--- src/rtl/riscv_pkg.sv ---
// Shared RV32I decode constants: opcodes, immediate formats, ALU ops, result mux selects.
// Imported by the decoder and the decode-stage pipeline registers.
package riscv_pkg;

  localparam logic [6:0] OP_LOAD   = 7'b0000011;
  localparam logic [6:0] OP_STORE  = 7'b0100011;
  localparam logic [6:0] OP_RTYPE  = 7'b0110011;
  localparam logic [6:0] OP_IMM    = 7'b0010011;
  localparam logic [6:0] OP_BRANCH = 7'b1100011;
  localparam logic [6:0] OP_JAL    = 7'b1101111;
  localparam logic [6:0] OP_JALR   = 7'b1100111;
  localparam logic [6:0] OP_LUI    = 7'b0110111;
  localparam logic [6:0] OP_AUIPC  = 7'b0010111;

  localparam logic [31:0] NOP_INSTR = 32'h0000_0013;

  typedef enum logic [2:0] {
    IMM_I = 3'b000,
    IMM_S = 3'b001,
    IMM_B = 3'b010,
    IMM_J = 3'b011,
    IMM_U = 3'b100
  } imm_src_e;

  typedef enum logic [3:0] {
    ALU_ADD   = 4'b0000,
    ALU_SUB   = 4'b0001,
    ALU_AND   = 4'b0010,
    ALU_OR    = 4'b0011,
    ALU_XOR   = 4'b0100,
    ALU_SLT   = 4'b0101,
    ALU_SLTU  = 4'b0110,
    ALU_SLL   = 4'b0111,
    ALU_SRL   = 4'b1000,
    ALU_SRA   = 4'b1001,
    ALU_PASSB = 4'b1010
  } alu_ctrl_e;

  typedef enum logic [1:0] {
    RES_ALU = 2'b00,
    RES_MEM = 2'b01,
    RES_PC4 = 2'b10
  } res_src_e;

  typedef struct packed {
    logic      reg_write;
    logic      mem_write;
    logic      jump;
    logic      branch;
    logic      alu_src;
    logic      illegal;
    res_src_e  result_src;
    alu_ctrl_e alu_ctrl;
    imm_src_e  imm_src;
  } ctrl_t;

endpackage

--- src/rtl/ctrl_decoder.sv ---
// Combinational main decoder plus ALU decoder for one RV32I instruction.
// Zero latency; no flow control (pure function of the IF/ID fields).
module ctrl_decoder
  import riscv_pkg::*;
(
  input  logic [6:0] i_opcode,
  input  logic [2:0] i_funct3,
  input  logic       i_funct7b5,
  input  logic       i_valid,
  output ctrl_t      o_ctrl
);

  // Bit 30 means sub only for R-type; for OP-IMM it is part of the immediate except on shifts.
  function automatic alu_ctrl_e alu_dec(input logic [2:0] f3, input logic b30, input logic is_r);
    alu_ctrl_e op;
    case (f3)
      3'b000:  op = (is_r && b30) ? ALU_SUB : ALU_ADD;
      3'b001:  op = ALU_SLL;
      3'b010:  op = ALU_SLT;
      3'b011:  op = ALU_SLTU;
      3'b100:  op = ALU_XOR;
      3'b101:  op = b30 ? ALU_SRA : ALU_SRL;
      3'b110:  op = ALU_OR;
      default: op = ALU_AND;
    endcase
    return op;
  endfunction

  always_comb begin
    o_ctrl            = '0;
    o_ctrl.result_src = RES_ALU;
    o_ctrl.alu_ctrl   = ALU_ADD;
    o_ctrl.imm_src    = IMM_I;
    case (i_opcode)
      OP_LOAD: begin
        o_ctrl.reg_write  = 1'b1;
        o_ctrl.alu_src    = 1'b1;
        o_ctrl.result_src = RES_MEM;
      end
      OP_STORE: begin
        o_ctrl.mem_write = 1'b1;
        o_ctrl.alu_src   = 1'b1;
        o_ctrl.imm_src   = IMM_S;
      end
      OP_RTYPE: begin
        o_ctrl.reg_write = 1'b1;
        o_ctrl.alu_ctrl  = alu_dec(i_funct3, i_funct7b5, 1'b1);
      end
      OP_IMM: begin
        o_ctrl.reg_write = 1'b1;
        o_ctrl.alu_src   = 1'b1;
        o_ctrl.alu_ctrl  = alu_dec(i_funct3, i_funct7b5, 1'b0);
      end
      OP_BRANCH: begin
        o_ctrl.branch   = 1'b1;
        o_ctrl.alu_ctrl = ALU_SUB;
        o_ctrl.imm_src  = IMM_B;
      end
      OP_JAL: begin
        o_ctrl.reg_write  = 1'b1;
        o_ctrl.jump       = 1'b1;
        o_ctrl.result_src = RES_PC4;
        o_ctrl.imm_src    = IMM_J;
      end
      OP_JALR: begin
        o_ctrl.reg_write  = 1'b1;
        o_ctrl.jump       = 1'b1;
        o_ctrl.alu_src    = 1'b1;
        o_ctrl.result_src = RES_PC4;
      end
      OP_LUI: begin
        o_ctrl.reg_write = 1'b1;
        o_ctrl.alu_src   = 1'b1;
        o_ctrl.alu_ctrl  = ALU_PASSB;
        o_ctrl.imm_src   = IMM_U;
      end
      OP_AUIPC: begin
        o_ctrl.reg_write = 1'b1;
        o_ctrl.alu_src   = 1'b1;
        o_ctrl.imm_src   = IMM_U;
      end
      default: begin
        o_ctrl.illegal = i_valid;
      end
    endcase
  end

endmodule

--- src/rtl/decode_stage.sv ---
// IF/ID and ID/EX pipeline registers around the control decoder; one cycle per register.
// StallD holds IF/ID, FlushD/FlushE inject NOP/bubble; rst has top priority on both.
module decode_stage
  import riscv_pkg::*;
(
  input  logic        clk,
  input  logic        rst,
  input  logic [31:0] InstrF,
  input  logic [31:0] PCF,
  input  logic [31:0] PCPlus4F,
  input  logic        ValidF,
  input  logic        StallD,
  input  logic        FlushD,
  input  logic        FlushE,
  output logic [24:0] ImmD,
  output logic [2:0]  ImmSrcD,
  input  logic [31:0] ImmExtD,
  output logic [4:0]  Rs1D,
  output logic [4:0]  Rs2D,
  output logic        RegWriteE,
  output logic        MemWriteE,
  output logic        JumpE,
  output logic        BranchE,
  output logic        ALUSrcE,
  output logic        ValidE,
  output logic        IllegalE,
  output logic [1:0]  ResultSrcE,
  output logic [3:0]  ALUControlE,
  output logic [2:0]  Funct3E,
  output logic [4:0]  Rs1E,
  output logic [4:0]  Rs2E,
  output logic [4:0]  RdE,
  output logic [31:0] PCE,
  output logic [31:0] PCPlus4E,
  output logic [31:0] ImmExtE
);

  logic [31:0] r_InstrD;
  logic [31:0] r_PCD;
  logic [31:0] r_PCPlus4D;
  logic        r_ValidD;
  ctrl_t       w_ctrl;

  always_ff @(posedge clk) begin
    if (rst || FlushD) begin
      r_InstrD   <= NOP_INSTR;
      r_PCD      <= '0;
      r_PCPlus4D <= '0;
      r_ValidD   <= 1'b0;
    end else if (!StallD) begin
      r_InstrD   <= InstrF;
      r_PCD      <= PCF;
      r_PCPlus4D <= PCPlus4F;
      r_ValidD   <= ValidF;
    end
  end

  ctrl_decoder u_ctrl_decoder (
    .i_opcode   (r_InstrD[6:0]),
    .i_funct3   (r_InstrD[14:12]),
    .i_funct7b5 (r_InstrD[30]),
    .i_valid    (r_ValidD),
    .o_ctrl     (w_ctrl)
  );

  assign ImmD    = r_InstrD[31:7];
  assign ImmSrcD = w_ctrl.imm_src;
  assign Rs1D    = r_InstrD[19:15];
  assign Rs2D    = r_InstrD[24:20];

  // An invalid decode slot still carries its datapath fields; only side-effecting controls are gated.
  always_ff @(posedge clk) begin
    if (rst || FlushE) begin
      RegWriteE   <= 1'b0;
      MemWriteE   <= 1'b0;
      JumpE       <= 1'b0;
      BranchE     <= 1'b0;
      ALUSrcE     <= 1'b0;
      ValidE      <= 1'b0;
      IllegalE    <= 1'b0;
      ResultSrcE  <= '0;
      ALUControlE <= '0;
      Funct3E     <= '0;
      Rs1E        <= '0;
      Rs2E        <= '0;
      RdE         <= '0;
      PCE         <= '0;
      PCPlus4E    <= '0;
      ImmExtE     <= '0;
    end else begin
      RegWriteE   <= w_ctrl.reg_write & r_ValidD;
      MemWriteE   <= w_ctrl.mem_write & r_ValidD;
      JumpE       <= w_ctrl.jump & r_ValidD;
      BranchE     <= w_ctrl.branch & r_ValidD;
      IllegalE    <= w_ctrl.illegal & r_ValidD;
      ValidE      <= r_ValidD;
      ALUSrcE     <= w_ctrl.alu_src;
      ResultSrcE  <= w_ctrl.result_src;
      ALUControlE <= w_ctrl.alu_ctrl;
      Funct3E     <= r_InstrD[14:12];
      Rs1E        <= r_InstrD[19:15];
      Rs2E        <= r_InstrD[24:20];
      RdE         <= r_InstrD[11:7];
      PCE         <= r_PCD;
      PCPlus4E    <= r_PCPlus4D;
      ImmExtE     <= ImmExtD;
    end
  end

endmodule

--- config.mk ---
export PLATFORM = sky130hd
export DESIGN_NAME = decode_stage
export DESIGN_NICKNAME = d
export VERILOG_FILES = /design/src/rtl/riscv_pkg.sv /design/src/rtl/ctrl_decoder.sv /design/src/rtl/decode_stage.sv
export SDC_FILE = /design/constraint.sdc
export NUM_CORES = 1
export LEC_CHECK = 0
export CAP_MARGIN = 10
export CELL_PAD_IN_SITES_DETAIL_PLACEMENT = 1
export CELL_PAD_IN_SITES_GLOBAL_PLACEMENT = 1
export CORE_UTILIZATION = 30
export CTS_BUF_LIST = sky130_fd_sc_hd__clkbuf_8
export DETAILED_ROUTE_END_ITERATION = 8
export PLACE_DENSITY = 0.84
export SLEW_MARGIN = 25
export SYNTH_ARGS = -nofsm -noshare
export SYNTH_HDL_FRONTEND = slang
export SYNTH_SLANG_ARGS = --single-unit
--- constraint.sdc ---
create_clock -name clk -period 2.5 [get_ports clk]
set_clock_uncertainty 0.2 [all_clocks]
set_input_delay 0.5 -clock clk [delete_from_list [all_inputs] [get_ports clk]]
set_output_delay 0.5 -clock clk [all_outputs]
set_load 0.005 [all_outputs]
==> metrics, run 1 <==
Post-Syn Area 7360 um^2; Final setup violation count 0; port bufs 298; CP arrival 1.67 ns; Via-to-Cell Ratio 4.22; Longest Clk Path Bufs 3; DP Worst Slack 0.211 ns; share of the synthesized area in the top cell type 0.610; Post-synth EDFFs 0; Final Hold Viols 0; Die Ht 159 um; grt ovf 0; syn nets 794; Max Slew Vio Count 0; core area 23800 um^2; max-cap violations 0; Overall Global Routing Usage 0.155; largest family of logic cells by synthesized area simple AND/OR/NAND/NOR gates; Setup CP Type flip-flop to output port; num rows 56; Post-synth top cells dfxtp_1 (224), and2_1 (116), nor2_1 (102); Peak VDD IR 0.360 mV; largest net degree at the start of global routing 68; Worst setup SP type flip-flop; vias in the first global route 5744; outcome finished clean; # DRC 0; Area Overhead vs Synth 52.0%; Final GP Congestion 0.710; routed via count 5446; slew at the pin closest to its max-slew limit 0.360 ns; Slew HR 0.760; maximum fanout along the worst path 4; WL/cell 15.7 um; Adder-Cell Fraction of Synth Area 0; share of layout cells above drive strength 1 0.0806; Mapped Cells 660; io pins 299; asr flop ratio synth 0; Yosys cell types 29; fin crit period 2.37 ns; ys flop type dfxtp_1; WL final 20.3 mm; Die Area 25100 um^2; top cells by area in the synthesized netlist dfxtp_1 (61%), mux2i_1 (13%), and2_1 (9.9%), nor2_1 (5.2%), buf_4 (4.4%); Post-Synth Simple-Gate Area 0.180; CTS tree yes; H-tree depth 2; register area 4490 um^2; Nets 1073; Synth Area in Compound Gates 0.00612; cell taking the most area after synthesis dfxtp_1; Avg Cell Area, Syn 11.1 um^2; CTS Buf Count 40; final worst slack 0.126 ns; Fill cells 2576; Pwr Total 7.57 mW; Detail Route Antenna Nets 0; Crit path required time 1.80 ns; xor/xnor share of the synthesized area 0.00119; pwr/cell area 677 nW/um^2; Clock Root Buffer clkbuf_8; area of the multi-input gates 2370 um^2; Die X 159 um; Final period util 0.950; first-pass GRT wire length 29.9 mm; Crit. End Element output port; Post-Route Setup TNS 0 ns; Sink Count 224; post-synthesis sequential area ratio 0.610; Hold Path Class primary input to flip-flop; Clock transition at path regs 0.06 ns; hpwl dp 14.6 mm; Seq cells post-synth 224; initial antenna violation count 3; mux contribution to synthesized area 0.133; RSZ-0062 raised after global routing no; FMAX 421 MHz; total number of yosys warnings 0; Starting Density 0.310; cell leakage power 4.63 nW; DR iter-0 viols 130; most frequent cell after synthesis dfxtp_1; later-pin clock latency in the skew report 0.52 ns; Initial DRT Pass Iterations 4
-- cell families (layout without fill, tap and decap cells) --
kind of cell | after synthesis | after routing
AO/OA/AOI/OAI | 9 | 9
buffers and inverters | 76 | 384
other | 0 | 2
multiplexers | 98 | 98
flip-flops | 224 | 224
XOR/XNOR | 1 | 1
AND/OR/NAND/NOR | 252 | 252
-- critical path: stages, from the launching register on --
cell and delay (ns):
dfxtp_1 0.34, nand3b_4 0.17, or3_1 0.37, o21ai_0 0.14
buf_2 0.15
-- per-stage QoR --
step / hold WS [ns] / utilization / instances / instance area [um^2]
6_report: 0.240 / 0.471 / 1289 / 11200
5_1_grt: 0.225 / 0.471 / 1288 / 11200
4_1_cts: 0.196 / 0.470 / 1285 / 11200
3_5_place_dp: 0.242 / 0.437 / 1213 / 10400
3_3_place_gp: 0.233 / 0.437 / 1213 / 10400
2_1_floorplan: 0.230 / - / 660 / 7360
-- state kept, by name (all words and copies together) (netlist names), 2 cells and up --
| signal | cells |
|---|---|
| Rs2E | 5 |
| ImmExtE | 32 |
| Rs1E | 5 |
| ResultSrcE | 2 |
| PCPlus4E | 32 |
| PCE | 32 |
| RdE | 5 |
| r_PCD | 32 |
| ALUControlE | 4 |
| Funct3E | 3 |
| r_PCPlus4D | 32 |
| r_InstrD | 32 |
-- area by class of cell --
cell class / instances / share of cell area
flip-flops and latches: 224 / 0.401
repair buffers: 312 / 0.281
multi-input cells: 360 / 0.212
clock buffers: 47 / 0.0578
well taps: 319 / 0.0357
clock inverters: 24 / 0.0111
diodes: 2 / 0.000448
inverters: 1 / 0.000336
-- layer usage --
metal | global-route usage | share of wire
met2 | 0.277 | 0.49
met4 | 0.0655 | 0.027
met1 | 0.154 | 0.37
met5 | 0 | 0.00039
met3 | 0.0708 | 0.12
-- layout by cell type, fill, tap and decap left out, types with 2 or more instances in the layout --
cell type,netlist,routed
clkdlybuf4s50_1,0,294
dfxtp_1,224,220
and2_1,116,116
nor2_1,102,101
mux2i_1,98,98
clkbuf_8,0,47
inv_1,1,21
nand2_1,11,11
buf_4,43,9
o21ai_0,5,5
buf_12,0,5
nor3_1,5,4
a21oi_1,4,4
dfxtp_2,0,4
diode_2,0,2
nand2b_1,2,2
nor2_4,1,2
nand3b_1,2,2
nand3_1,2,2
clkinv_2,0,2
dlygate4sd2_1,0,2
-- power breakdown --
group / switching [mW] / leakage (nW) / internal (mW)
clock network: 1.42 / 0.471 / 1.81
registers: 0.0441 / 1.82 / 3.66
logic: 0.229 / 2.34 / 0.404
total: 1.70 / 4.63 / 5.87
-- repair_timing --
item	in CTS	in global routing
setup buffers	1	2
pin swaps	1	0
gates resized for setup	13	0
endpoints found under the setup margin	3	1
hold buffers	0	0
-- worst paths after layout --
path	cells past startpoint	slack (ns)	start	end
max	4	0.13	r_InstrD[3]	ImmSrcD[0]
min	3	0.24	StallD	r_PCPlus4D[22]
max reg2reg	5	0.81	r_InstrD[3]	ResultSrcE[0]
min reg2reg	1	0.25	r_PCD[17]	PCE[17]
No activity file was read; power rests on OpenSTA's default activity.
==> run 2: changes to the inputs <==
CELL_PAD_IN_SITES_GLOBAL_PLACEMENT = 2   (was 1)
CORE_MARGIN = 2   (was unset)
CORE_UTILIZATION = 29   (was 30)
PLACE_DENSITY = 0.95   (was 0.84)
==> run 2 against run 1 <==
- non-clock buffer count is the same
- combinational power is essentially flat
- core utilization shrank 2.2 points
- flip-flop and latch count is the same
- clock-buffer cell count grew 5
- critical path depth is the same
- fmax shrank 0.73%
==> metrics, run 2 (synthesized netlist as in run 1, its figures left out) <==
outcome finished clean; hpwl dp 14.6 mm (+0.29%); Overall Global Routing Usage 0.147 (-0.00828); num rows 58 (+3.6%); WL final 20.4 mm (+0.53%); Peak VDD IR 0.382 mV (+6.1%); setup repair bufs after CTS 0 (-1); initial antenna violation count 1 (-2); Fill cells 2746 (+6.6%); largest net degree at the start of global routing 61 (-10%); Crit path required time 1.80 ns (about the same); vias in the first global route 5758 (+0.24%); final cell count without fillers 1301 (+0.93%); cell leakage power 4.64 nW (about the same); Buf+Inv Stages, Crit Path 1 (unchanged); grt ovf 0 (unchanged); Die Area 26700 um^2 (+6.0%); CTS tree yes; Clock transition at path regs 0.06 ns (about the same); io pins 299 (unchanged); Clock Root Buffer clkbuf_8; Pwr Total 7.70 mW (+1.7%); max-cap violations 0 (unchanged); GR Util met3 0.0630 (-0.00779); routed via count 5474 (+0.51%); Final GP Congestion 0.717 (+0.90%); Post-Route Setup TNS 0 ns (unchanged); Starting Density 0.294 (-0.0159); WHS 0.190 ns (-0.0498 ns); port bufs 298 (unchanged); CP arrival 1.69 ns (+0.02 ns); Final Hold Viols 0 (unchanged); core area 25000 um^2 (+5.4%); Die Ht 163 um (+3.0%); CTS Buf Count 41 (+2.5%); WL/cell 15.7 um (-0.40%); Most Crowded Layer GR met2; cts-stage hold buffer count 0 (unchanged); later-pin clock latency in the skew report 0.52 ns (about the same); final core occ 0.449 (-0.0216); placed cells 1227 (+1.2%); Worst path top cell family by delay simple AND/OR/NAND/NOR gates; Crit. End Element output port; Longest Clk Path Bufs 3 (unchanged); Final setup violation count 0 (unchanged); Max Slew Vio Count 0 (unchanged); Die X 163 um (+3.0%); Worst setup SP type flip-flop; Area Overhead vs Synth 52.9%; CP max-delay cell dfxtp_1; max incr delay on CP 0.39 ns (+0.02 ns); met1 Track Usage GR 0.161 (+0.00660); Nets 1074 (+0.093%); Slew HR 0.652 (-0.109); Initial DRT Pass Iterations 4 (unchanged); met2 usage 0.253 (-0.0240); Via-to-Cell Ratio 4.21 (-0.41%); Sink Count 224 (unchanged); Hold Path Class primary input to flip-flop; # DRC 0 (unchanged); maximum fanout along the worst path 5 (+1); Detail Route Antenna Nets 0 (unchanged); crit path cell chain nand3b_4 -> or3_4 -> o21ai_1 -> buf_2; commonest non-fill, non-tap cells in the layout clkdlybuf4s50_1 (294), dfxtp_1 (221), and2_1 (116); pwr/cell area 684 nW/um^2 (+1.1%); commonest non-fill, non-tap cell in the layout clkdlybuf4s50_1; first-pass GRT wire length 30.7 mm (+2.5%); DR iter-0 viols 155 (+19%); fin crit period 2.39 ns (+0.0176 ns); Final period util 0.957 (+0.00703); FMAX 418 MHz (-0.73%); Setup CP Type flip-flop to output port; share of layout cells above drive strength 1 0.0887 (+0.00808); slew at the pin closest to its max-slew limit 0.518 ns (+0.158 ns); H-tree depth 2 (unchanged)
[run 2: final timing paths]
| check | from | end | slack (ns) | cells past startpoint |
|---|---|---|---|---|
| min reg2reg | r_PCPlus4D[7] | PCPlus4E[7] | 0.25 | 1 |
| min | StallD | r_PCPlus4D[23] | 0.19 | 3 |
| max | r_InstrD[1] | ImmSrcD[0] | 0.11 | 4 |
| max reg2reg | r_InstrD[5] | ALUSrcE | 0.92 | 5 |
[run 2: layout make-up]
cell class	instances	area, um^2	area share
sequential	224	4490	0.399
timing repair buffer	312	3150	0.280
multi-input combinational	360	2380	0.211
clock buffer	52	716	0.0636
tap	330	413	0.0367
clock inverter	21	95.1	0.00845
inverter	1	3.75	0.000334
antenna	1	2.50	0.000222
[run 2: worst register-to-register path, delay by kind of cell, from the launching register on]
family	cells	cell delay, ns
buffers and inverters	1	0.17
AO/OA/AOI/OAI	1	0.08
AND/OR/NAND/NOR	3	0.61
flip-flops	1	0.37
[run 2: metal layers]
layer,share of wire,up-vias
li1,-,2641
met1,0.39,2569
met3,0.10,44
met2,0.48,220
met5,0,-
met4,0.027,0
[run 2: power breakdown]
part / switching [mW] / total [mW] / internal, mW
Sequential: 0.0418 / 3.70 / 3.66
Combinational: 0.230 / 0.634 / 0.403
Clock: 1.49 / 3.36 / 1.87
[run 2: timing repair]
item	4_1_cts	5_1_grt
setup endpoints to repair	3	2
pin swaps	0	0
resized for setup	12	5
hold endpoints to repair	0	0
[run 2: stage by stage]
stage / setup slack, ns / area (um^2)
after CTS: 0.0175 / 11200
after detailed placement: 0.207 / 10400
after global placement: 0.201 / 10400
final: 0.109 / 11200
after floorplan: 0.708 / 7360
after global routing: -0.00183 / 11200
